## src/rtl/fp_divider.sv

```systemverilog
// Sequential IEEE-754 divider: restoring mantissa division (one quotient bit
// per clock), round-to-nearest-even, start/busy/done handshake.
module fp_divider #(
  parameter int EXP_W  = 8,
  parameter int FRAC_W = 23
) (
  input  logic                    clk,
  input  logic                    reset,
  input  logic                    start,
  input  logic [EXP_W+FRAC_W:0]   a,
  input  logic [EXP_W+FRAC_W:0]   b,
  output logic                    busy,
  output logic                    done,
  output logic                    of,
  output logic                    dz,
  output logic [EXP_W+FRAC_W:0]   S
);

  localparam int W    = 1 + EXP_W + FRAC_W;
  localparam int MW   = FRAC_W + 1;
  localparam int QW   = FRAC_W + 4;
  localparam int EW   = EXP_W + 2;
  localparam int CW   = $clog2(QW);
  localparam int BIAS = (1 << (EXP_W - 1)) - 1;
  localparam int EMAX = (1 << EXP_W) - 1;

  localparam logic signed [EW-1:0] EMAX_S = EW'(EMAX);
  localparam logic signed [EW-1:0] ZERO_S = '0;
  localparam logic signed [EW-1:0] ONE_S  = EW'(1);

  typedef enum logic [2:0] {IDLE, UNPACK, DIVIDE, ROUND, DONE} state_t;

  state_t state, state_next;

  logic [W-1:0]           a_r, b_r;
  logic                   sign;
  logic signed [EW-1:0]   e;
  logic [MW-1:0]          mb;
  logic [MW:0]            rem;
  logic [QW-1:0]          q;
  logic [CW-1:0]          cnt;
  logic                   sp_dz, sp_nan, sp_zero;
  logic [W-1:0]           res_s;
  logic                   res_of, res_dz;

  logic [EXP_W-1:0]       ea, eb;
  assign ea = a_r[W-2:FRAC_W];
  assign eb = b_r[W-2:FRAC_W];

  always_ff @(posedge clk) begin
    if (reset) state <= IDLE;
    else       state <= state_next;
  end

  always_comb begin
    state_next = state;
    case (state)
      IDLE:    if (start) state_next = UNPACK;
      UNPACK:  state_next = DIVIDE;
      DIVIDE:  if (cnt == CW'(QW - 1)) state_next = ROUND;
      ROUND:   state_next = DONE;
      DONE:    state_next = IDLE;
      default: state_next = IDLE;
    endcase
  end

  // Remainder stays below 2*mb, so one trial subtraction per cycle suffices.
  logic            qbit;
  logic [MW:0]     diff, rem_sub, rem_next;
  always_comb begin
    diff     = rem - {1'b0, mb};
    qbit     = (rem >= {1'b0, mb});
    rem_sub  = qbit ? diff : rem;
    rem_next = {rem_sub[MW-1:0], 1'b0};
  end

  logic                  top, guard, sticky, inc, rem_nz;
  logic [MW-1:0]         mant0, mant;
  logic [MW:0]           sum;
  logic signed [EW-1:0]  e_adj, e_fin;
  logic [W-1:0]          rs;
  logic                  rof, rdz;
  always_comb begin
    rem_nz = |rem;
    top    = q[QW-1];
    mant0  = top ? q[QW-1:3] : q[QW-2:2];
    guard  = top ? q[2] : q[1];
    sticky = top ? ((|q[1:0]) | rem_nz) : (q[0] | rem_nz);
    e_adj  = top ? e : e - ONE_S;
    inc    = guard & (sticky | mant0[0]);
    sum    = {1'b0, mant0} + {{MW{1'b0}}, inc};
    mant   = sum[MW] ? sum[MW:1] : sum[MW-1:0];
    e_fin  = e_adj + {{(EW-1){1'b0}}, sum[MW]};
    rs     = '0;
    rof    = 1'b0;
    rdz    = 1'b0;
    if (sp_dz) begin
      rof = 1'b1;
      rdz = 1'b1;
    end else if (sp_nan) begin
      rof = 1'b1;
    end else if (sp_zero) begin
      rof = 1'b0;
    end else if ((e_fin >= EMAX_S) || (e_fin <= ZERO_S)) begin
      rof = 1'b1;
    end else begin
      rs = {sign, e_fin[EXP_W-1:0], mant[FRAC_W-1:0]};
    end
  end

  always_ff @(posedge clk) begin
    if (reset) begin
      busy    <= 1'b0;
      done    <= 1'b0;
      S       <= '0;
      of      <= 1'b0;
      dz      <= 1'b0;
      a_r     <= '0;
      b_r     <= '0;
      sign    <= 1'b0;
      e       <= '0;
      mb      <= '0;
      rem     <= '0;
      q       <= '0;
      cnt     <= '0;
      sp_dz   <= 1'b0;
      sp_nan  <= 1'b0;
      sp_zero <= 1'b0;
      res_s   <= '0;
      res_of  <= 1'b0;
      res_dz  <= 1'b0;
    end else begin
      done <= 1'b0;
      case (state)
        IDLE: begin
          if (start) begin
            a_r  <= a;
            b_r  <= b;
            busy <= 1'b1;
          end
        end
        UNPACK: begin
          sign    <= a_r[W-1] ^ b_r[W-1];
          mb      <= {1'b1, b_r[FRAC_W-1:0]};
          rem     <= {1'b0, 1'b1, a_r[FRAC_W-1:0]};
          q       <= '0;
          cnt     <= '0;
          e       <= {2'b00, ea} - {2'b00, eb} + EW'(BIAS);
          sp_dz   <= (eb == '0);
          sp_nan  <= (ea == '1) || (eb == '1);
          sp_zero <= (ea == '0);
        end
        DIVIDE: begin
          rem <= rem_next;
          q   <= {q[QW-2:0], qbit};
          cnt <= cnt + CW'(1);
        end
        ROUND: begin
          res_s  <= rs;
          res_of <= rof;
          res_dz <= rdz;
        end
        DONE: begin
          S    <= res_s;
          of   <= res_of;
          dz   <= res_dz;
          done <= 1'b1;
          busy <= 1'b0;
        end
        default: ;
      endcase
    end
  end

endmodule

```

## config.mk

```make
export PLATFORM = sky130hd
export DESIGN_NAME = fp_divider
export DESIGN_NICKNAME = d
export VERILOG_FILES = /design/src/rtl/fp_divider.sv
export SDC_FILE = /design/constraint.sdc
export NUM_CORES = 1
export LEC_CHECK = 0
export CORE_ASPECT_RATIO = 1.1
export CORE_MARGIN = 4
export CORE_UTILIZATION = 35
export CTS_CLUSTER_DIAMETER = 200
export CTS_CLUSTER_SIZE = 10
export DETAILED_ROUTE_END_ITERATION = 7
export SLEW_MARGIN = 20
export SYNTH_ARGS = -nofsm -noshare
export SYNTH_HDL_FRONTEND = slang
export SYNTH_SLANG_ARGS = --single-unit
```

## constraint.sdc

```tcl
create_clock -name clk -period 10 [get_ports clk]
set_input_delay 3 -clock clk [delete_from_list [all_inputs] [get_ports clk]]
set_output_delay 3 -clock clk [all_outputs]
set_load 0.005 [all_outputs]
```

==> metrics.csv, run 1 <==
stage,metric,value,unit
power_and_ir_drop,pwr/cell area,176.4,nW/µm²
layout,Reg area,4646,µm²
floorplan,Starting Density,35.84,%
global_routing,initial antenna violation count,0,
drt,first-iteration detailed-routing DRC count,618,
drt,WL per Instance,15.16,µm
floorplan,die height,202.4,µm
floorplan,Core Box Area,33540,µm²
sta,count of final setup violators,0,
cts,clock sink count,232,
placement,Detailed Place HPWL,21800,µm
global_routing,pin count of the biggest net entering global routing,117,
layout,"Design Area, Final",13950,µm²
cts,CTS buffer count,27,
sta,unrepaired setup endpoints after global routing,no,
synthesis,Main synth FF type,dfxtp_1,
setup_path,"Data arrival, critical path",6.40,ns
sta,hold violation total from the final report,0,
floorplan,Die Wd,184.7,µm
min_path,WHS Path Cells,2,
placement,Placement Setup Slack,4.086,ns
synthesis,Synth Instances,1573,
setup_path,Worst Path Max Fanout,41,
sta,Max-slew headroom,35.21,%
cts,post-CTS resize count,0,
drt,vias after detailed routing,10770,
layout,fin nets,1714,
min_path,Hold Path Class,flop to flop,
setup_path,cells along the critical path,buf_4 -> mux2_2 -> or4b_1 -> nor4_2 -> and3_1 -> o2111ai_1 -> inv_1 -> ha_1 -> ha_1 -> nor2_1 -> a221oi_1 -> a31oi_1 -> a22oi_1 -> nor4_1 -> a21o_1 -> or4_1 -> o21ai_0,
synthesis,Post-synth EDFFs,0,
placement,IO buf count,102,
setup_path,kind of critical path,flop to flop,
layout,layout cells sized above 1,5.417,%
run_status,status,"finished, final reports clean",
sta,final max-slew violation count,0,
power_and_ir_drop,Peak VDD IR,0.1174,mV
drt,WL final,30890,µm
layout,"most common cell after layout, fill and taps aside",nand2_1,
sta,final hold slack,0.4497,ns
setup_path,cells on worst reg2reg path,17,
layout,Layout area overhead,16.07,%
drt,Final ANT Viol Nets,0,
placement,Post-Place Cell Area,13250,µm²
sta,post-route setup slack,4.060,ns
floorplan,die area,37380,µm²
synthesis,Syn Nets,1681,
sta,Clock Skew,0.02372,ns
layout,filler cell count in the final layout,3443,
global_routing,first-pass GRT wire length,51160,µm
setup_path,crit-path most repeated cell,ha_1,
drt,Vias/cell,5.285,
setup_path,"slowest stage delay, CP",0.83,ns
synthesis,Netlist cell types,73,
cts,cts hold-fix bufs,0,
synthesis,Synth async-reset ratio,0,%
setup_path,slowest CP cell,or4_1,
cts,clock buffer depth,3,
cts,Skew-Pair Late Insertion Delay,0.55,ns
power_and_ir_drop,Lkg Pwr,4.835,nW
drt,Initial DRT Pass Iterations,5,
sta,Slew @ Worst Pin,0.9718,ns
global_routing,grt ovf,0,
sta,post-route setup TNS,0,ns
cts,Setup Buffers After CTS,0,
setup_path,Critical Path RT,10.46,ns
drt,DR DRC count,0,
layout,area occupied by multi-input gates,6719,µm²
floorplan,Ports,103,
synthesis,sequential share of the synthesized area,38.63,%
layout,"commonest non-fill, non-tap cells in the layout","365 x nand2_1, 231 x dfxtp_1, 185 x a21oi_1",
synthesis,"Cell Area, Synth",12020,µm²
global_routing,Total GRT Usage,15.99,%
synthesis,Seq cells post-synth,232,
setup_path,Startpoint Class,flop,
cts,"Clk pin slew, worst setup/hold paths",0.05,ns
synthesis,Synth Warn #,0,
power_and_ir_drop,total power,2.462,mW
cts,clock root buffer,clkbuf_16,
sta,period utilisation layout,59.40,%
synthesis,Mean Syn Cell Area,7.643,µm²
cts,TritonCTS clock tree,built,
layout,Antenna Cells,0,
placement,routability cong.,0.8646,
setup_path,critical path endpoint category,flop,
floorplan,# rows,70,
sta,Max Clk Rate,0.1684,GHz
global_routing,vias in the first global route,10170,
run,Max Cap Violations,0,
cts,Max H-tree Level,1,
sta,fin crit period,5.940,ns
## routing by layer
layer	GRT usage, %	up-vias	share of wire, %
li1	-	5540	-
met1	22.15	4952	48
met2	26.56	233	46
met3	2.196	45	4.4
met4	3.513	0	2.0
met5	0	-	0
## state kept, by name, indices dropped and copies added, names as in the netlist, 3 cells and up
| signal | cells |
|---|---|
| q | 27 |
| b_r | 32 |
| mb | 24 |
| a_r | 32 |
| rem | 25 |
| e | 10 |
| S | 32 |
| res_s | 32 |
| cnt | 5 |
| state | 3 |
## report_power, final
| part | switching [mW] | total (mW) | leakage (nW) | internal, mW |
|---|---|---|---|---|
| combinational | 0.368 | 0.618 | 2.60 | 0.250 |
| clock | 0.364 | 0.841 | 0.347 | 0.477 |
| sequential | 0.0398 | 1.00 | 1.88 | 0.963 |
## worst max-delay path, delay by kind of cell, from the launching register on
family / cells / cell delay (ns)
fa+ha+maj: 2 / 0.57
simple gates: 6 / 2.31
compound gates: 6 / 1.30
mux: 1 / 0.25
buf+inv: 2 / 0.59
flops: 1 / 0.80
## worst paths after layout
check             startpoint  endpoint  slack (ns)
setup / recovery       q[26]  res_s[8]        4.06
setup reg to reg       q[26]  res_s[8]        4.06
hold reg to reg       b_r[6]     mb[6]        0.45
hold / removal        b_r[6]     mb[6]        0.45
## cells in the mapped netlist (4+ instances only)
cell | n | area share [%]
nand2_1 | 366 | 11
dfxtp_1 | 232 | 39
a21oi_1 | 186 | 7.7
nor2_1 | 100 | 3.1
clkbuf_1 | 79 | 2.5
inv_1 | 64 | 2.0
o21ai_0 | 43 | 1.8
ha_1 | 39 | 4.1
nand3_1 | 31 | 1.3
xnor2_1 | 31 | 2.3
a211oi_1 | 30 | 1.9
a22oi_1 | 29 | 1.8
buf_1 | 23 | 0.72
nor3_1 | 22 | 0.92
a311oi_1 | 20 | 1.5
a31oi_1 | 20 | 1.0
mux2i_1 | 15 | 1.2
nor4_1 | 15 | 0.78
a21o_1 | 14 | 0.87
xor2_1 | 14 | 1.0
nand4_1 | 13 | 0.68
o21a_1 | 13 | 0.81
nor2b_1 | 12 | 0.62
and2_1 | 10 | 0.52
o21ai_2 | 10 | 0.73
or2_2 | 10 | 0.52
or3_1 | 9 | 0.47
and3_1 | 8 | 0.42
nand2b_1 | 7 | 0.36
nand3b_1 | 7 | 0.44
o211ai_1 | 7 | 0.44
o31ai_1 | 7 | 0.44
a22o_1 | 6 | 0.44
mux2_2 | 5 | 0.47
a211o_1 | 4 | 0.29
a32o_1 | 4 | 0.33
and4b_1 | 4 | 0.33
o21bai_1 | 4 | 0.25
## per-stage QoR
step,std cells,util [%]
after floorplan,1573,-
after global placement,2009,39.48
after detailed placement,2009,39.49
after CTS,2038,41.59
after global routing,2038,41.60
final,2038,41.60
## cells by family (layout without fill, tap and decap cells)
| family | Yosys count | in the layout | share of synthesized area (%) |
|---|---|---|---|
| AO/OA/AOI/OAI | 428 | 428 | 22.79 |
| XOR/XNOR | 46 | 46 | 3.414 |
| adder cells (fa/ha/maj) | 41 | 41 | 4.392 |
| buffers and inverters | 173 | 206 | 5.682 |
| flip-flops | 232 | 232 | 38.63 |
| multiplexers | 20 | 20 | 1.717 |
| AND/OR/NAND/NOR | 633 | 633 | 23.37 |
## cell type report
cell class / count / area share [%]
inverter: 64 / 1.722
multi-input combinational: 1168 / 48.15
clock inverter: 2 / 0.2062
tap: 432 / 3.873
sequential: 232 / 33.29
timing repair buffer: 113 / 7.917
clock buffer: 27 / 4.842
(Power assumes the default switching activity.)
==> run 2: changes to the inputs <==
==> constraint.sdc (replaced) <==
create_clock -name clk -period 6.15 [get_ports clk]
set_input_delay 1.845 -clock clk [delete_from_list [all_inputs] [get_ports clk]]
set_output_delay 1.845 -clock clk [all_outputs]
set_load 0.005 [all_outputs]
==> run 2 against run 1 <==
  * Clock skew fell by 0.011 ns
  * Sequential share of layout area barely moved
  * Hold slack improved by 0.0016 ns
  * Sequential power rose by 63%
  * Critical endpoint is now res_s[3]
==> metrics.csv, run 2 (same netlist as run 1, synthesis figures left out) <==
stage,metric,value,unit,change
cts,Max H-tree Level,1,,unchanged
floorplan,# rows,70,,unchanged
global_routing,initial antenna violation count,0,,unchanged
cts,clock root buffer,clkbuf_16,,unchanged
drt,vias after detailed routing,10706,,was 10.77k
global_routing,first-pass GRT wire length,52100,µm,was 51160 µm
drt,Final ANT Viol Nets,0,,unchanged
min_path,WHS Path Cells,2,,unchanged
cts,clock buffer depth,3,,unchanged
min_path,Hold Path Class,flop to flop,,unchanged
sta,final max-slew violation count,0,,unchanged
sta,Clock Skew,0.01293,ns,was 0.02372 ns
drt,first-iteration detailed-routing DRC count,668,,was 618
setup_path,critical path endpoint category,flop,,unchanged
floorplan,Die Wd,184.7,µm,unchanged
layout,Non-Filler Instances,2039,,was 2038
global_routing,pin count of the biggest net entering global routing,119,,was 117
power_and_ir_drop,share of power burned in combinational logic,25.0,%,was 25.1%
cts,cts hold-fix bufs,0,,unchanged
cts,CTS buffer count,27,,unchanged
min_path,min-delay src,b_r[15],,was b_r[6]
min_path,WHS Endpoint,mb[15],,was mb[6]
layout,Layout area overhead,16.16,%,was 16.07%
setup_path,Startpoint Class,flop,,unchanged
drt,WL final,31510,µm,was 30890 µm
sta,post-route setup TNS,0,ns,unchanged
power_and_ir_drop,total power,3.998,mW,was 2.462 mW
run_status,status,"finished, final reports clean",,unchanged
placement,IO buf count,102,,unchanged
setup_path,Worst Path Max Fanout,32,,was 41
global_routing,Total GRT Usage,16.51,%,was 15.99%
sta,fin crit period,5.256,ns,was 5.940 ns
cts,clock sink count,232,,unchanged
setup_path,slowest CP cell,dfxtp_2,,was or4_1
setup_path,worst r2r src,q[26],,unchanged
power_and_ir_drop,Sw Ratio,31.29,%,was 31.36%
layout,Antenna Cells,0,,unchanged
sta,count of final setup violators,0,,unchanged
power_and_ir_drop,Lkg Pwr,4.843,nW,was 4.835 nW
power_and_ir_drop,Psw,1.251,mW,was 0.7720 mW
sta,Max Clk Rate,0.1902,GHz,was 0.1684 GHz
setup_path,cells along the critical path,mux2_2 -> or4b_1 -> nor4_2 -> and3_1 -> o2111ai_1 -> inv_1 -> ha_1 -> ha_1 -> nor2_1 -> a221oi_1 -> a31oi_1 -> a22oi_1 -> nor4_1 -> a21o_1 -> nor4_2 -> a32o_1,,was buf_4 -> mux2_2 -> or4b_1 -> nor4_2 -> and3_1 -> o2111ai_1 -> inv_1 -> ha_1 -> ha_1 -> nor2_1 -> a221oi_1 -> a31oi_1 -> a22oi_1 -> nor4_1 -> a21o_1 -> or4_1 -> o21ai_0
power_and_ir_drop,Pint,2.747,mW,was 1.690 mW
power_and_ir_drop,clock network power share,34.2,%,about the same
sta,hold violation total from the final report,0,,unchanged
floorplan,die area,37380,µm²,unchanged
run,Max Cap Violations,0,,unchanged
cts,"Clk pin slew, worst setup/hold paths",0.06,ns,was 0.05 ns
power_and_ir_drop,register share of total power,40.8,%,was 40.7%
setup_path,"slowest stage delay, CP",0.72,ns,was 0.83 ns
cts,TritonCTS clock tree,built,,unchanged
floorplan,Starting Density,35.84,%,unchanged
sta,Max-slew headroom,34.16,%,was 35.21%
floorplan,die height,202.4,µm,unchanged
layout,layout cells sized above 1,5.538,%,was 5.417%
setup_path,reg2reg setup slack,0.89,ns,was 4.06 ns
placement,Detailed Place HPWL,22180,µm,was 21800 µm
floorplan,Ports,103,,unchanged
cts,Skew-Pair Late Insertion Delay,0.55,ns,about the same
drt,DR DRC count,0,,unchanged
setup_path,Crit Reg-Reg Endpoint,res_s[3],,was res_s[8]
placement,post-placement cell count,2010,,was 2009
placement,Post-Place Cell Area,13260,µm²,was 13250 µm²
setup_path,kind of critical path,flop to flop,,unchanged
layout,"Design Area, Final",13970,µm²,was 13950 µm²
setup_path,"Data arrival, critical path",5.74,ns,was 6.40 ns
drt,WL per Instance,15.45,µm,was 15.16 µm
setup_path,Critical Path RT,6.63,ns,was 10.46 ns
drt,Initial DRT Pass Iterations,5,,unchanged
sta,Slew @ Worst Pin,0.9876,ns,was 0.9718 ns
power_and_ir_drop,Peak VDD IR,0.2040,mV,was 0.1174 mV
sta,unrepaired setup endpoints after global routing,no,,unchanged
global_routing,vias in the first global route,10283,,was 10.17k
sta,period utilisation layout,85.47,%,was 59.40%
layout,fin nets,1715,,was 1714
floorplan,Core Box Area,33540,µm²,unchanged
layout,"most common cell after layout, fill and taps aside",nand2_1,,unchanged
setup_path,cells on worst reg2reg path,16,,was 17
power_and_ir_drop,pwr/cell area,286.3,nW/µm²,was 176.4 nW/µm²
layout,"commonest non-fill, non-tap cells in the layout","365 x nand2_1, 231 x dfxtp_1, 185 x a21oi_1",,unchanged
drt,Vias/cell,5.251,,was 5.285
placement,routability cong.,0.8794,,was 0.8646
global_routing,grt ovf,0,,unchanged
run 2: cell count changes in the layout (fill, tap and decap cells not counted):
cell and change:
or4_1 -1, buf_4 +1, or4_4 +1
run 2: final cells by class:
type / instances / area (µm²)
fillers: 3452 / 19580
clock buffers: 27 / 675.6
inverters: 64 / 240.2
repair buffers: 114 / 1112
clock inverters: 2 / 28.78
flip-flops and latches: 232 / 4646
well taps: 432 / 540.5
multi-input cells: 1168 / 6723
run 2: how the worst max path moves through the flow:
stage                     start  slack, ns        end
after CTS                 q[26]       0.52   res_s[8]
after floorplan           q[26]       0.61  res_s[22]
after global routing      q[26]       0.38   res_s[4]
after detailed placement  q[26]       0.54   res_s[8]
after global placement    q[26]       0.64   res_s[8]
final                     q[26]       0.89   res_s[3]
run 2: what timing repair did:
item / CTS / global route
endpoints found under the setup margin: 0 / 2
gates resized for setup: 0 / 1
buffers inserted: 0 / 0
run 2: per-layer routing:
layer  wire (µm)  track usage (%)
met5           0                0
met1       14920            22.30
met4         605            4.012
met3        1488            2.358
met2       14500            27.83
run 2: stage by stage:
stage                     hold slack (ns)  utilization (%)  setup slack, ns
after global routing               0.4654            41.63           0.3817
after detailed placement           0.4424            39.52           0.5393
final                              0.4513            41.63           0.8937
after floorplan                    0.4249                -           0.6112
after global placement             0.4371            39.51           0.6444
after CTS                          0.4519            41.62           0.5223
run 2: worst max-delay path, delay by kind of cell, from the launching register on:
| kind | cells | cell delay, ns |
|---|---|---|
| and+or+nand+nor | 6 | 2.15 |
| DFF | 1 | 0.72 |
| muxes | 1 | 0.29 |
| buffers and inverters | 1 | 0.13 |
| AOI/OAI and AO/OA | 6 | 1.36 |
| adders and majority gates | 2 | 0.55 |
run 2: power groups by stage:
stage	Sequential (mW)	Clock, mW	Combinational [mW]
2_1_floorplan	1.63	0	0.768
3_3_place_gp	1.66	0	0.988
3_5_place_dp	1.66	0	0.992
4_1_cts	1.63	1.42	1.00
5_1_grt	1.64	1.48	1.12
6_report	1.63	1.37	0.999
